`config.mk`:
```
export PLATFORM = sky130hd
export DESIGN_NAME = vs_bus_scheduler
export DESIGN_NICKNAME = d
export VERILOG_FILES = /design/src/rtl/vs_bus_scheduler.sv
export SDC_FILE = /design/constraint.sdc
export NUM_CORES = 1
export LEC_CHECK = 0
export BUFFER_PORTS_ARGS = -buffer_cell sky130_fd_sc_hd__buf_2
export CORE_MARGIN = 1
export CORE_UTILIZATION = 40
export CTS_BUF_LIST = sky130_fd_sc_hd__clkbuf_8
export DETAILED_ROUTE_END_ITERATION = 10
export GPL_TIMING_DRIVEN = 0
export MAX_ROUTING_LAYER = met4
export SYNTH_ARGS = -nofsm -noshare
export SYNTH_HDL_FRONTEND = slang
export SYNTH_SLANG_ARGS = --single-unit
```
`constraint.sdc`:
```
create_clock -name clk -period 2.7 [get_ports clk]
set_input_delay 0.135 -clock clk [delete_from_list [all_inputs] [get_ports clk]]
set_output_delay 0.135 -clock clk [all_outputs]
set_load 0.02 [all_outputs]
```
`src/rtl/vs_bus_scheduler.sv`:
```
// Shares the VS10xx SPI link between SCI register writes and SDI data bursts,
// paced on DREQ, with commands taking priority at transaction boundaries.
`timescale 1ns/1ps
module vs_bus_scheduler #(
  parameter int CLK_DIV      = 2,
  parameter int BURST_BYTES  = 32,
  parameter int GUARD_CYCLES = 4
) (
  input  logic        clk,
  input  logic        rst,
  input  logic        i_DREQ,
  input  logic        i_cmd_valid,
  input  logic [7:0]  i_cmd_addr,
  input  logic [15:0] i_cmd_data,
  output logic        o_cmd_ready,
  output logic        o_cmd_done,
  input  logic        i_dat_valid,
  input  logic [7:0]  i_dat_byte,
  output logic        o_dat_ready,
  output logic        o_XCS,
  output logic        o_XDCS,
  output logic        o_SCK,
  output logic        o_SI,
  output logic        o_busy
);

  localparam int DIV_W      = (CLK_DIV > 1) ? $clog2(CLK_DIV) : 1;
  localparam int CNT_W      = $clog2(BURST_BYTES + 1);
  localparam int GUARD_LAST = (GUARD_CYCLES > 0) ? GUARD_CYCLES - 1 : 0;
  localparam int GRD_W      = (GUARD_LAST > 0) ? $clog2(GUARD_LAST + 1) : 1;

  typedef enum logic [2:0] {
    IDLE,
    CMD_SHIFT,
    CMD_GUARD,
    DAT_SHIFT,
    DAT_NEXT
  } state_t;

  state_t             r_state;
  state_t             w_nextState;
  logic               r_dreqMeta;
  logic               r_dreqSync;
  logic [31:0]        r_shift;
  logic [4:0]         r_bitCnt;
  logic [DIV_W-1:0]   r_divCnt;
  logic               r_sck;
  logic [CNT_W-1:0]   r_burstCnt;
  logic [GRD_W-1:0]   r_guardCnt;
  logic               r_cmdDone;

  logic w_cmdReady;
  logic w_datReady;
  logic w_cmdAccept;
  logic w_datAccept;
  logic w_sckToggle;
  logic w_sckFall;
  logic w_lastBit;
  logic w_shiftDone;
  logic w_guardDone;
  logic w_burstRoom;

  assign w_cmdAccept = w_cmdReady & i_cmd_valid;
  assign w_datAccept = w_datReady & i_dat_valid;
  assign w_sckToggle = (r_divCnt == DIV_W'(CLK_DIV - 1));
  assign w_sckFall   = w_sckToggle & r_sck;
  assign w_lastBit   = (r_state == CMD_SHIFT) ? (r_bitCnt == 5'd31) : (r_bitCnt == 5'd7);
  assign w_shiftDone = w_sckFall & w_lastBit;
  assign w_guardDone = (r_guardCnt == GRD_W'(GUARD_LAST));
  assign w_burstRoom = (r_burstCnt < CNT_W'(BURST_BYTES));

  assign o_cmd_ready = w_cmdReady;
  assign o_dat_ready = w_datReady;
  assign o_cmd_done  = r_cmdDone;
  assign o_SCK       = r_sck;
  assign o_SI        = r_shift[31];
  assign o_busy      = (r_state != IDLE);

  always_ff @(posedge clk) begin
    if (rst) r_state <= IDLE;
    else     r_state <= w_nextState;
  end

  always_comb begin
    w_nextState = r_state;
    case (r_state)
      IDLE: begin
        if (w_cmdAccept)      w_nextState = CMD_SHIFT;
        else if (w_datAccept) w_nextState = DAT_SHIFT;
      end
      CMD_SHIFT: if (w_shiftDone) w_nextState = CMD_GUARD;
      CMD_GUARD: if (w_guardDone) w_nextState = IDLE;
      DAT_SHIFT: if (w_shiftDone) w_nextState = DAT_NEXT;
      DAT_NEXT:  w_nextState = w_datAccept ? DAT_SHIFT : IDLE;
      default:   w_nextState = IDLE;
    endcase
  end

  // XDCS stays low through DAT_NEXT only when the burst continues with another byte.
  always_comb begin
    w_cmdReady = 1'b0;
    w_datReady = 1'b0;
    o_XCS      = 1'b1;
    o_XDCS     = 1'b1;
    case (r_state)
      IDLE: begin
        w_cmdReady = r_dreqSync;
        w_datReady = r_dreqSync & ~i_cmd_valid;
      end
      CMD_SHIFT: o_XCS  = 1'b0;
      DAT_SHIFT: o_XDCS = 1'b0;
      DAT_NEXT: begin
        w_datReady = w_burstRoom & r_dreqSync;
        o_XDCS     = ~(w_datReady & i_dat_valid);
      end
      default: ;
    endcase
  end

  always_ff @(posedge clk) begin
    if (rst) begin
      r_dreqMeta <= 1'b0;
      r_dreqSync <= 1'b0;
      r_shift    <= '0;
      r_bitCnt   <= '0;
      r_divCnt   <= '0;
      r_sck      <= 1'b0;
      r_burstCnt <= '0;
      r_guardCnt <= '0;
      r_cmdDone  <= 1'b0;
    end else begin
      r_dreqMeta <= i_DREQ;
      r_dreqSync <= r_dreqMeta;
      r_cmdDone  <= 1'b0;
      case (r_state)
        IDLE: begin
          if (w_cmdAccept) begin
            r_shift  <= {8'h02, i_cmd_addr, i_cmd_data};
            r_bitCnt <= '0;
            r_divCnt <= '0;
            r_sck    <= 1'b0;
          end else if (w_datAccept) begin
            r_shift    <= {i_dat_byte, 24'h0};
            r_bitCnt   <= '0;
            r_divCnt   <= '0;
            r_sck      <= 1'b0;
            r_burstCnt <= '0;
          end
        end
        // Each SCK fall moves to the next bit; the final fall closes the frame.
        CMD_SHIFT, DAT_SHIFT: begin
          if (w_sckToggle) begin
            r_divCnt <= '0;
            r_sck    <= ~r_sck;
            if (r_sck) begin
              r_shift  <= {r_shift[30:0], 1'b0};
              r_bitCnt <= r_bitCnt + 5'd1;
            end
            if (w_shiftDone) begin
              if (r_state == CMD_SHIFT) begin
                r_cmdDone  <= 1'b1;
                r_guardCnt <= '0;
              end else if (w_burstRoom) begin
                r_burstCnt <= r_burstCnt + 1'b1;
              end
            end
          end else begin
            r_divCnt <= r_divCnt + 1'b1;
          end
        end
        CMD_GUARD: r_guardCnt <= r_guardCnt + 1'b1;
        DAT_NEXT: begin
          if (w_datAccept) begin
            r_shift  <= {i_dat_byte, 24'h0};
            r_bitCnt <= '0;
            r_divCnt <= '0;
            r_sck    <= 1'b0;
          end
        end
        default: ;
      endcase
    end
  end

endmodule

```
# ---- After elaboration in Yosys (flattened, before gate mapping)
# Index checks and enable logic that the tools add are counted.
dict set report op_classes {
  reduce_logical 12
  eq_ne 19
  n_lt_le_gt_ge 1
  n_bitwise 13
  muxes 42
  n_addsub 4
}
# operator n
set ops {}
lappend ops {{32-bit 2-to-1 mux} 4}
lappend ops {{32-bit case mux with 3 select lines} 1}
lappend ops {{6-bit 2-to-1 mux} 6}
lappend ops {{2-bit inequality test (second input constant)} 11}
lappend ops {{5-bit 2-to-1 mux} 4}
lappend ops {{3-bit 2-to-1 mux} 5}
lappend ops {{3-bit case mux with 5 select lines} 1}
lappend ops {{5-bit case mux with 3 select lines} 1}
lappend ops {{6-bit case mux with 2 select lines} 1}
lappend ops {{1-bit 2-to-1 mux} 10}
lappend ops {{2-bit 2-to-1 mux} 4}
lappend ops {{4-bit AND reduction} 2}
lappend ops {{1-bit bitwise AND} 7}
lappend ops {{7-bit AND reduction} 1}
lappend ops {{6-bit by 1-bit adder with 6-bit output (second input constant)} 1}
lappend ops {{3-bit by 2-bit == test with 1-bit output (second input constant)} 2}
lappend ops {{6-bit < comparator (second input constant)} 1}
lappend ops {{1-bit NOT} 6}
lappend ops {{1-bit case mux with 3 select lines} 2}
lappend ops {{3-bit nonzero test} 2}
lappend ops {{5-bit by 1-bit adder with 5-bit output (second input constant)} 1}
lappend ops {{5-bit by 3-bit == test with 1-bit output (second input constant)} 1}
lappend ops {{5-bit == test (second input constant)} 1}
lappend ops {{1-bit case mux with 2 select lines} 2}
lappend ops {{13 further kinds} 14}
dict set report totals {
  regBits 53
  elab_cells 101
}

# ---- Depth between registers and ports, before layout
dict set report logic_depth {
  word_depth 7
  ltp_mapped 7
  depth_no_buf 5
}

# ---- Least setup slack after synthesis
# Ideal clock, no wire load.
dict set report synth_timing {
  path_type {reg-to-reg}
  startpoint {reg r_bitCnt[4]}
  endpoint {reg r_burstCnt[2]}
  n_path_buf 0
  arrival_ps 1642
  stages_incl_launch_ff 5
  period_less_slack_ps 1714
  required_time_ps 2628
  setup_slack_ps 986
  setup_time_ps 72
  path_cell_list {dfxtp_1 > or3b_1 > a211o_4 > a2111oi_4 > mux2i_1}
}
dict set report synth_via {
  elab_chain_len 5
  word_cells_on_any_way 6
  cone_classes {3 x eq/ne; 1 x mux; 1 x bitwise; 1 x reduce/logical}
}
# element line_no
set synth_rtl {}
lappend synth_rtl {{start, declared} 45} ;# logic [4:0] r_bitCnt;
lappend synth_rtl {{start signal, assigned} 157} ;# r_bitCnt <= r_bitCnt + 5'd1;
lappend synth_rtl {{5-bit by 3-bit == test with 1-bit output / 5-bit == test (equally long branches)} 67} ;# assign w_lastBit = (r_state == CMD_SHIFT) ? (r_bitCnt == 5'd31) : (r_bitCnt == 5'd7);
lappend synth_rtl {{1-bit 2-to-1 mux *} 67}
lappend synth_rtl {{1-bit bitwise AND *} 68} ;# assign w_shiftDone = w_sckFall & w_lastBit;
lappend synth_rtl {{2-bit inequality test (no source line) *} -}
lappend synth_rtl {{7-bit AND reduction (no source line) *} -}
lappend synth_rtl {{end signal, assigned} 164} ;# r_burstCnt <= r_burstCnt + 1'b1;
lappend synth_rtl {{end, declared} 48} ;# logic [CNT_W-1:0] r_burstCnt;
# Every way passes the cells marked *; elsewhere a longest branch is shown, timed or not.
# A chain may end at the register's enable or synchronous reset.

# ---- Worst setup path in the final report
dict set report layout_timing {
  startpoint {reg r_state[2]}
  endpoint {reg r_shift[25]}
}
dict set report layout_via {
  elab_chain_len 6
  word_cells_on_any_way 16
  cone_classes {5 x eq/ne; 5 x mux; 2 x bitwise; 4 x reduce/logical}
}
# element line_no
set layout_rtl {}
lappend layout_rtl {{start, declared} 40} ;# state_t r_state;
lappend layout_rtl {{start signal, assigned} 81} ;# else r_state <= w_nextState;
lappend layout_rtl {{3-bit == test / 3-bit zero test (equally long branches)} {105, 135}}
lappend layout_rtl {{1-bit case mux with 2 select lines} 105} ;# case (r_state)
lappend layout_rtl {{1-bit bitwise AND} 64} ;# assign w_datAccept = w_datReady & i_dat_valid;
lappend layout_rtl {{32-bit 2-to-1 mux} -}
lappend layout_rtl {{32-bit 2-to-1 mux} 137} ;# if (w_cmdAccept) begin
lappend layout_rtl {{32-bit case mux with 3 select lines} 135} ;# case (r_state)
lappend layout_rtl {{end signal, assigned} 138} ;# r_shift <= {8'h02, i_cmd_addr, i_cmd_data};
lappend layout_rtl {{end signal, assigned} 143} ;# r_shift <= {i_dat_byte, 24'h0};
lappend layout_rtl {{end signal, assigned} 156} ;# r_shift <= {r_shift[30:0], 1'b0};
lappend layout_rtl {{end, declared} 44} ;# logic [31:0] r_shift;
# Parallel ways exist; a longest one is shown, timed or not.

==> flow_summary.json <==
{
  "outcome": "finished clean",
  "drtIter0Drc": 178,
  "drive_above_1_share": 0.205,
  "hold_buffers": 0,
  "peakVddDrop_mv": 0.328,
  "ys_ff_latch": 53,
  "row_count": 28,
  "wl_met1_um": 3180,
  "ys_types": 39,
  "final_nets": 381,
  "relSlewSlack": 0.470,
  "syn_area_um2": 2560,
  "cp-end-kind": "flip-flop",
  "setup_tns_ps": 0,
  "tightest_slew_ps": 784,
  "ioPinCount": 45,
  "stdcell_area_um2": 2960,
  "gp_congestion": 0.882,
  "critPathMaxStageDelay_ps": 540,
  "cts_buffer_depth": 2,
  "drv_cap": 0,
  "syn_avg_cell_area_um2": 8.82,
  "critPathMaxFanout": 10,
  "die_area_um2": 6720,
  "numPortBuffers": 44,
  "cts.repair.resized": 0,
  "diodes": 0,
  "clk_latency_ps": 300,
  "ant_nets": 0,
  "wire_per_inst_um": 15.4,
  "top_layer": "met4",
  "drtPass1Iterations": 4,
  "cts_setup_buffers": 0,
  "leakage_nw": 1.02,
  "cp-start-kind": "flip-flop",
  "cts_tree": "built",
  "start_util": 0.422,
  "wl_met3_um": 232,
  "cp_num_buf_inv": 1,
  "layout_commonest_cell": "buf_2",
  "fmax_mhz": 472,
  "area_growth_pct": 15.8,
  "hpwl_um": 4520,
  "clock-skew-final_ps": 9.43,
  "critPathTopFamily": "simple AND/OR/NAND/NOR gates",
  "drc": 0,
  "worstHoldPathType": "in2reg",
  "fin_crit_sh": 0.785,
  "finalHoldViolCount": 0,
  "cts_buffers": 5,
  "syn_inst": 290,
  "ys_seq_area_frac": 0.415,
  "ys_warn_count": 0,
  "critPathSlowestCell": "nor3_1",
  "num_vias": 2374,
  "grt_antenna_before_repair": 0,
  "viasPerCell": 5.71,
  "path_clk_slew_ps": 90,
  "crit_path_cell_trace": "nor3_1 > nand3_1 > clkbuf_1 > a311oi_1",
  "wl_um": 6390,
  "cts_sinks": 53,
  "critPathArrivalTime_ps": 2320,
  "grt_pass1_wl_um": 10200,
  "die_w_um": 82.0,
  "track_usage": 0.203,
  "dr_wl_met2_um": 2950,
  "criticalPathCategory": "reg2reg",
  "rsz0062_at_grt": "false",
  "synth_nets": 330,
  "final_cell_mix": "buf_2, dfxtp_1, a21oi_1",
  "setup_viol": 0,
  "drv_slew": 0,
  "period_needed_ps": 2120,
  "grt_max_degree": 16,
  "core_area_um2": 6060,
  "p_per_area_nw_per_um2": 537,
  "fin_total_pwr_mw": 1.59,
  "gr-total-overflow": 0,
  "critPathRequiredTime_ps": 2900,
  "die_h_um": 82.0,
  "dpl-instance-area_um2": 2870,
  "h-tree-depth": 2,
  "grt_pass1_vias": 2194,
  "cts_root_buf": "clkbuf_8"
}
power breakdown:
part	leakage (nW)	switching, mW	internal (mW)	total [mW]
registers	0.429	0.0235	0.818	0.842
logic	0.549	0.179	0.112	0.292
clock network	0.0433	0.253	0.203	0.457
metal layers:
layer,vias up,track usage
met3,2,0.0356
met2,43,0.313
met5,-,-
li1,1206,-
met1,1123,0.273
met4,0,0.0509
synth_stat cells:
| library cell | number | area, um2 |
|---|---|---|
| dfxtp_1 | 53 | 1060 |
| a21oi_1 | 39 | 195 |
| nand4_1 | 36 | 225 |
| a22oi_1 | 30 | 225 |
| clkbuf_1 | 17 | 63.8 |
| nand2_1 | 17 | 63.8 |
| nand2b_1 | 11 | 68.8 |
| buf_2 | 10 | 50.1 |
| mux2i_1 | 8 | 80.1 |
| nand3_1 | 8 | 40.0 |
| nor2_1 | 8 | 30.0 |
| and3_1 | 4 | 25.0 |
| inv_1 | 4 | 15.0 |
| nor3_1 | 4 | 20.0 |
| a2111oi_4 | 3 | 82.6 |
| a211oi_1 | 3 | 22.5 |
| ha_1 | 3 | 37.5 |
| nor2b_1 | 3 | 18.8 |
| o21ai_0 | 3 | 15.0 |
| or2_2 | 3 | 18.8 |
| and2_1 | 2 | 12.5 |
| nand3b_1 | 2 | 15.0 |
| nor4_1 | 2 | 12.5 |
| o21a_1 | 2 | 15.0 |
| a211o_4 | 1 | 17.5 |
| a211oi_2 | 1 | 12.5 |
| a22o_1 | 1 | 8.76 |
| a311oi_1 | 1 | 8.76 |
| a31oi_1 | 1 | 6.26 |
| a41oi_1 | 1 | 8.76 |
| nor3b_2 | 1 | 12.5 |
| o211a_1 | 1 | 10.0 |
| o221ai_1 | 1 | 8.76 |
| o311ai_0 | 1 | 8.76 |
| o31a_1 | 1 | 8.76 |
| o31ai_1 | 1 | 7.51 |
| or3b_1 | 1 | 8.76 |
| or4_1 | 1 | 7.51 |
| xnor2_1 | 1 | 8.76 |
sequential cells by signal, indices dropped and copies added (netlist names):
| register | count |
|---|---|
| o_SCK | 1 |
| o_cmd_done | 1 |
| r_bitCnt | 5 |
| r_burstCnt | 6 |
| r_divCnt | 1 |
| r_dreqMeta | 1 |
| r_dreqSync | 1 |
| r_guardCnt | 2 |
| r_shift | 32 |
| r_state | 3 |
stage by stage:
stage / hold WS, ps / setup WS, ps / instances / util
floorplan: 263 / 986 / 290 / -
global placement: 347 / 621 / 409 / 0.474
detailed placement: 347 / 633 / 409 / 0.474
CTS: 33.5 / 601 / 416 / 0.489
global route: 48.8 / 380 / 416 / 0.489
finish: 40.1 / 580 / 416 / 0.489
kinds of logic (layout without fill, tap and decap cells):
| group | Yosys count | in the layout | synth area share |
|---|---|---|---|
| fa+ha+maj | 3 | 3 | 0.0147 |
| mux | 8 | 8 | 0.0313 |
| buf+inv | 31 | 82 | 0.0504 |
| simple gates | 103 | 103 | 0.227 |
| compound gates | 91 | 91 | 0.259 |
| xor+xnor | 1 | 1 | 0.00343 |
| flops | 53 | 53 | 0.415 |
cell type report:
cell class | count | area [um2]
Timing Repair Buffer | 44 | 220
Multi-Input combinational cell | 206 | 1370
Clock buffer | 6 | 82.6
Clock inverter | 1 | 7.51
Inverter | 4 | 15.0
Sequential cell | 53 | 1060
Fill cell | 622 | 3100
Buffer | 27 | 114
Tap cell | 75 | 93.8
worst paths after layout:
check,from,to,slack [ps],cells after the start
hold / removal,i_DREQ,r_dreqMeta$_SDFF_PP0_,40,2
hold reg to reg,r_dreqMeta$_SDFF_PP0_,r_dreqSync$_SDFF_PP0_,440,1
setup reg to reg,r_state[2]$_SDFFE_PP0P_,r_shift[25]$_SDFFE_PP0P_,580,4
setup / recovery,r_state[2]$_SDFFE_PP0P_,r_shift[25]$_SDFFE_PP0P_,580,4
Power figures use the tool's default switching activity.
